## src/rtl/alu_cmd_pkg.sv

```systemverilog
// Shared definitions for the ALU command driver: opcodes, FSM states and size defaults.
package alu_cmd_pkg;

    localparam int unsigned DW_DEF   = 4;
    localparam int unsigned NREG_DEF = 4;

    localparam logic [3:0] OP_ADD    = 4'd0;
    localparam logic [3:0] OP_SUB    = 4'd1;
    localparam logic [3:0] OP_MUL    = 4'd2;
    localparam logic [3:0] OP_DIV    = 4'd3;
    localparam logic [3:0] OP_AND    = 4'd4;
    localparam logic [3:0] OP_OR     = 4'd5;
    localparam logic [3:0] OP_XOR    = 4'd6;
    localparam logic [3:0] OP_RSHIFT = 4'd7;
    localparam logic [3:0] OP_LSHIFT = 4'd8;
    localparam logic [3:0] OP_XNOR   = 4'd9;
    localparam logic [3:0] OP_NOTA   = 4'd12;
    localparam logic [3:0] OP_NOTB   = 4'd13;
    localparam logic [3:0] OP_COMP   = 4'd14;
    localparam logic [3:0] OP_DIFF   = 4'd15;

    typedef enum logic [1:0] {
        IDLE  = 2'd0,
        ISSUE = 2'd1,
        RESP  = 2'd2
    } state_t;

endpackage

```

## src/rtl/alu_cmd_regfile.sv

```systemverilog
// Register file for the ALU command driver: two combinational read ports, one synchronous write port.
module alu_cmd_regfile
    import alu_cmd_pkg::*;
#(
    parameter int unsigned DW   = DW_DEF,
    parameter int unsigned NREG = NREG_DEF,
    parameter int unsigned AW   = (NREG > 1) ? $clog2(NREG) : 1
) (
    input  logic          clk,
    input  logic          rst,
    input  logic [AW-1:0] ra_i,
    input  logic [AW-1:0] rb_i,
    output logic [DW-1:0] ra_data_o,
    output logic [DW-1:0] rb_data_o,
    input  logic          we_i,
    input  logic [AW-1:0] wa_i,
    input  logic [DW-1:0] wd_i
);

    logic [DW-1:0] mem_q [NREG];

    always_ff @(posedge clk or posedge rst) begin
        if (rst) begin
            for (int unsigned i = 0; i < NREG; i++) begin
                mem_q[i] <= '0;
            end
        end else if (we_i) begin
            mem_q[wa_i] <= wd_i;
        end
    end

    assign ra_data_o = mem_q[ra_i];
    assign rb_data_o = mem_q[rb_i];

endmodule

```

## src/rtl/alu_cmd_driver.sv

```systemverilog
// Sequential initiator for the 4-bit combinational ALU (accept -> issue -> respond).
// Optional divide-by-zero guard and rsp_err port enabled by ALU_CMD_DIVZ_GUARD_EN.
module alu_cmd_driver
    import alu_cmd_pkg::*;
#(
    parameter int unsigned DW   = DW_DEF,
    parameter int unsigned NREG = NREG_DEF,
    parameter int unsigned AW   = (NREG > 1) ? $clog2(NREG) : 1
) (
    input  logic          clk,
    input  logic          rst,
    input  logic          cmd_valid,
    output logic          cmd_ready,
    input  logic [3:0]    cmd_opr,
    input  logic [AW-1:0] cmd_rd,
    input  logic [AW-1:0] cmd_ra,
    input  logic [AW-1:0] cmd_rb,
    input  logic          cmd_use_imm,
    input  logic [DW-1:0] cmd_imm,
    output logic [3:0]    alu_opr,
    output logic [DW-1:0] alu_a,
    output logic [DW-1:0] alu_b,
    input  logic [DW-1:0] alu_o,
    output logic          rsp_valid,
    input  logic          rsp_ready,
    output logic [DW-1:0] rsp_data,
`ifdef ALU_CMD_DIVZ_GUARD_EN
    output logic          rsp_err,
`endif
    output logic [AW-1:0] rsp_rd
);

    state_t        state_q, state_d;
    logic [3:0]    opr_q;
    logic [DW-1:0] a_q, b_q;
    logic [AW-1:0] rd_q;
    logic [DW-1:0] rsp_data_q;
    logic [AW-1:0] rsp_rd_q;
    logic [DW-1:0] ra_data, rb_data, b_sel, result;
    logic          accept, we;

    alu_cmd_regfile #(.DW(DW), .NREG(NREG), .AW(AW)) u_regfile (
        .clk       (clk),
        .rst       (rst),
        .ra_i      (cmd_ra),
        .rb_i      (cmd_rb),
        .ra_data_o (ra_data),
        .rb_data_o (rb_data),
        .we_i      (we),
        .wa_i      (rd_q),
        .wd_i      (result)
    );

    assign b_sel  = cmd_use_imm ? cmd_imm : rb_data;
    assign accept = (state_q == IDLE) && cmd_valid;

`ifdef ALU_CMD_DIVZ_GUARD_EN
    logic divz_q, err_q;
    // Divide-by-zero is decided at accept time from the resolved B operand.
    assign result  = divz_q ? '1 : alu_o;
    assign rsp_err = err_q;

    always_ff @(posedge clk or posedge rst) begin
        if (rst) begin
            divz_q <= 1'b0;
            err_q  <= 1'b0;
        end else begin
            if (accept) divz_q <= (cmd_opr == OP_DIV) && (b_sel == '0);
            if (we)     err_q  <= divz_q;
        end
    end
`else
    assign result = alu_o;
`endif

    always_comb begin
        state_d = state_q;
        we      = 1'b0;
        case (state_q)
            IDLE:    if (cmd_valid) state_d = ISSUE;
            ISSUE: begin
                we      = 1'b1;
                state_d = RESP;
            end
            RESP:    if (rsp_ready) state_d = IDLE;
            default: state_d = IDLE;
        endcase
    end

    always_ff @(posedge clk or posedge rst) begin
        if (rst) begin
            state_q    <= IDLE;
            opr_q      <= '0;
            a_q        <= '0;
            b_q        <= '0;
            rd_q       <= '0;
            rsp_data_q <= '0;
            rsp_rd_q   <= '0;
        end else begin
            state_q <= state_d;
            if (accept) begin
                opr_q <= cmd_opr;
                a_q   <= ra_data;
                b_q   <= b_sel;
                rd_q  <= cmd_rd;
            end
            if (we) begin
                rsp_data_q <= result;
                rsp_rd_q   <= rd_q;
            end
        end
    end

    assign cmd_ready = (state_q == IDLE);
    assign rsp_valid = (state_q == RESP);
    assign alu_opr   = opr_q;
    assign alu_a     = a_q;
    assign alu_b     = b_q;
    assign rsp_data  = rsp_data_q;
    assign rsp_rd    = rsp_rd_q;

endmodule

```

## config.mk

```make
export PLATFORM = sky130hd
export DESIGN_NAME = alu_cmd_driver
export DESIGN_NICKNAME = d
export VERILOG_FILES = /design/src/rtl/alu_cmd_pkg.sv /design/src/rtl/alu_cmd_regfile.sv /design/src/rtl/alu_cmd_driver.sv
export SDC_FILE = /design/constraint.sdc
export NUM_CORES = 1
export LEC_CHECK = 0
export ABC_AREA = 1
export BUFFER_PORTS_ARGS = -buffer_cell sky130_fd_sc_hd__buf_4
export CAP_MARGIN = 25
export CORE_ASPECT_RATIO = 0.8
export CORE_MARGIN = 2
export CORE_UTILIZATION = 35
export DETAILED_ROUTE_END_ITERATION = 8
export GPL_TIMING_DRIVEN = 0
export PLACE_DENSITY_LB_ADDON = 0.3
export SETUP_SLACK_MARGIN = 0.3
export SLEW_MARGIN = 30
export SYNTH_ARGS = -nofsm -noshare
export SYNTH_HDL_FRONTEND = slang
export SYNTH_SLANG_ARGS = --single-unit
```

## constraint.sdc

```tcl
create_clock -name clk -period 1.4 [get_ports clk]
set_clock_uncertainty 0.2 [all_clocks]
set_input_delay 0.07 -clock clk [delete_from_list [all_inputs] [get_ports clk]]
set_output_delay 0.07 -clock clk [all_outputs]
set_load 0.05 [all_outputs]
```

==> reports/results.tsv <==
stage	metric	value	unit
setup_path	worstSetupPathType	register to output port	
pwr	power.density	2330	nW/µm²
placement	port_buffers	41	
clocking	htreeDepth	2	
flow_run	maxCapViolCount	0	
pwr	power_leakage	1.528	nW
synthesis	synth_cell_types	17	
placement	hpwl	3.058	mm
route	wirelength	4.907	mm
pwr	swShare	45.29	%
synthesis	yosys-top-cells-area	dfrtp_1 52%, nand2_1 20%, nor2_1 5.6%, o21ai_1 4.1%, inv_1 3.5%	
sta	finalHoldViolCount	3	
sta	finalSetupTns	0	ns
grt	first_global_vias	1644	
worst_hold_path	hold_class	primary input to register	
sta	slew_headroom	66.14	%
synthesis	ys_seq_area_share	52.20	%
setup_path	cp-end-kind	output port	
grt	grt_max_degree	39	
pwr	combPwrFrac	58.3	%
run_status	status	finished with violations	
clocking	clk_latency	0.29	ns
sta	fmax	733.2	MHz
synthesis	synth_compound_area_share	7.624	%
grt	antenna_found_initial	0	
sta	tightest_slew	0.5068	ns
pwr	p_clk_share	10.5	%
floorplan	fp.dieW	84.66	µm
final_layout	area_growth	61.88	%
sta	holdWs	-0.007710	ns
pwr	p_seq_share	31.2	%
route	wire_per_inst	12.61	µm
setup_path	required	1.13	ns
synthesis	synth_fa_ha_area_share	0	%
setup_path	r2r_slack	0.04	ns
floorplan	fp.dieArea	5802	µm²
floorplan	die_y	68.53	µm
placement	post-place-ws	0.1063	ns
synthesis	synth_xor_area_share	0	%
pwr	switchingPower	3.112	mW
sta	setup_viol	0	
final_layout	fin_cells	389	
synthesis	synth_area_per_cell	7.955	µm²
floorplan	num_rows	23	
setup_path	crit_fanout	3	
sta	fin_crit_sh	97.42	%
clocking	root_buffer	clkbuf_8	
synthesis	ys_warn_count	0	
synthesis	yosysTopAreaCell	dfrtp_1	
route	drt_iter0_drc	74	
grt	overflow	0	
synthesis	synth_top_family_by_area	simple AND/OR/NAND/NOR gates	
clocking	cts_buffers	5	
synthesis	synth_area	1822	µm²
synthesis	synthMuxAreaShare	0	%
setup_path	worstSetupStartpointType	register	
route	drtPass1Iterations	4	
route	drc	0	
pwr	internal_power	3.760	mW
synthesis	synth_top_cell_area_share	52.20	%
route	drt-vias-per-instance	4.512	
sta	min_period	1.364	ns
final_layout	drive_gt1_share	38.84	%
synthesis	syn_inst	229	
floorplan	core-area	5007	µm²
route	vias	1755	
placement	gp_congestion	0.8921	
synthesis	ys_ff_latch	38	
pwr	ir_drop	1.307	mV
final_layout	insertedDiodeCount	0	
synthesis	synthSimpleGateAreaFrac	33.86	%
sta	rsz0062_at_grt	yes	
sta	layout_setup_ws	0.03608	ns
clocking	cts.sinks	38	
clocking	cts_tree	done	
run_status	violations	negative hold slack	
floorplan	io_pins	43	
setup_path	crit_arrival	1.09	ns
clocking	clkTransAtPathRegs	0.08	ns
placement	dp_cells	332	
final_layout	final_nets	349	
route	ant_nets	0	
synthesis	synthesis.nets	252	
grt	grt_use_total	18.01	%
sta	slew_viol_final	0	
grt	grt_pass1_wl	8.142	mm
floorplan	start_util	36.38	%
clocking	clockBufferDepth	2	
## power by group through the flow
| stage | registers (mW) | logic (mW) | clock network [mW] |
|---|---|---|---|
| after floorplan | 2.91 | 1.23 | 0 |
| after global placement | 2.08 | 2.85 | 0 |
| after detailed placement | 2.09 | 2.90 | 0 |
| after CTS | 2.13 | 3.62 | 0.743 |
| after global routing | 2.21 | 4.33 | 0.791 |
| final | 2.14 | 4.01 | 0.722 |
## metal layers
| metal | part of all wire (%) | global-route usage [%] | vias up | routed length [µm] |
|---|---|---|---|---|
| met5 | 0 | 0 | - | 0 |
| met4 | 0.51 | 2.976 | 0 | 25 |
| met3 | 6.0 | 3.810 | 2 | 292 |
| met2 | 46 | 28.44 | 53 | 2252 |
| met1 | 48 | 26.23 | 795 | 2337 |
| li1 | - | - | 905 | - |
## worst max-delay path, stage by stage (launching register included)
cell and delay [ns]:
dfrtp_2 0.47, nor2_4 0.16, buf_6 0.17
## logic make-up (layout without fill, tap and decap cells)
logic type | count (synthesis) | in the layout
buf+inv | 24 | 122
compound gates | 27 | 27
simple gates | 140 | 140
flops | 38 | 38
## sequential cells by signal, indices dropped and copies added (netlist names)
register,count
rsp_data,4
alu_a,4
u_regfile.mem_q,16
alu_b,4
rd_q,2
rsp_rd,2
alu_opr,4
state_q,2
## through the flow
step                hold slack (ns)  utilization, %  instance area [µm²]  power, mW
finish                    -0.007710           58.90                 2949      6.872
detailed placement          0.06884           44.50                 2228      4.990
global route                0.02930           58.90                 2949      7.339
global placement            0.06445           44.50                 2228      4.930
CTS                         -0.2440           55.02                 2755      6.498
floorplan                   -0.1639               -                 1843      4.138
## Yosys cell counts (all sizes together)
master / count
buf: 5
clkinv: 1
dfrtp: 38
inv: 18
nand2: 101
nand3: 10
nor2: 29
o21ai: 27
## final timing paths
path                                  endpoint   startpoint  cells after the start
hold / removal                        alu_a[0]    cmd_ra[1]                      6
setup / recovery                     cmd_ready   state_q[0]                      2
max in group asynchronous  u_regfile.mem_q[15]          rst                      4
min in group asynchronous              rd_q[0]          rst                      3
setup reg to reg                      alu_b[3]   state_q[0]                      6
hold reg to reg                    rsp_data[1]  rsp_data[1]                      2
## final cells by class
cell class / count / area [µm²]
plain buffers: 5 / 56.30
flip-flops and latches: 38 / 952.2
clock buffers: 8 / 80.08
fillers: 470 / 2058
repair buffers: 90 / 849.6
inverters: 19 / 82.58
multi-input cells: 167 / 850.8
well taps: 62 / 77.57
## repair_timing
item                                    CTS  global route
gates cloned                              3             0
resized for setup                        50            13
pin swaps                                12            10
setup buffers                            16            13
endpoints found under the setup margin   58            58
endpoints found under the hold margin    72            28
hold buffers                             15             1
## layout by cell type (no fill, tap or decap), drive strengths merged
master	n
nand3	10
nand2	101
clkinvlp	1
dfrtp	38
o21ai	27
clkinv	1
dlygate4sd3	16
clkbuf	8
nor2	29
inv	17
buf	79
Note: power is estimated with default switching activity, not from simulation.
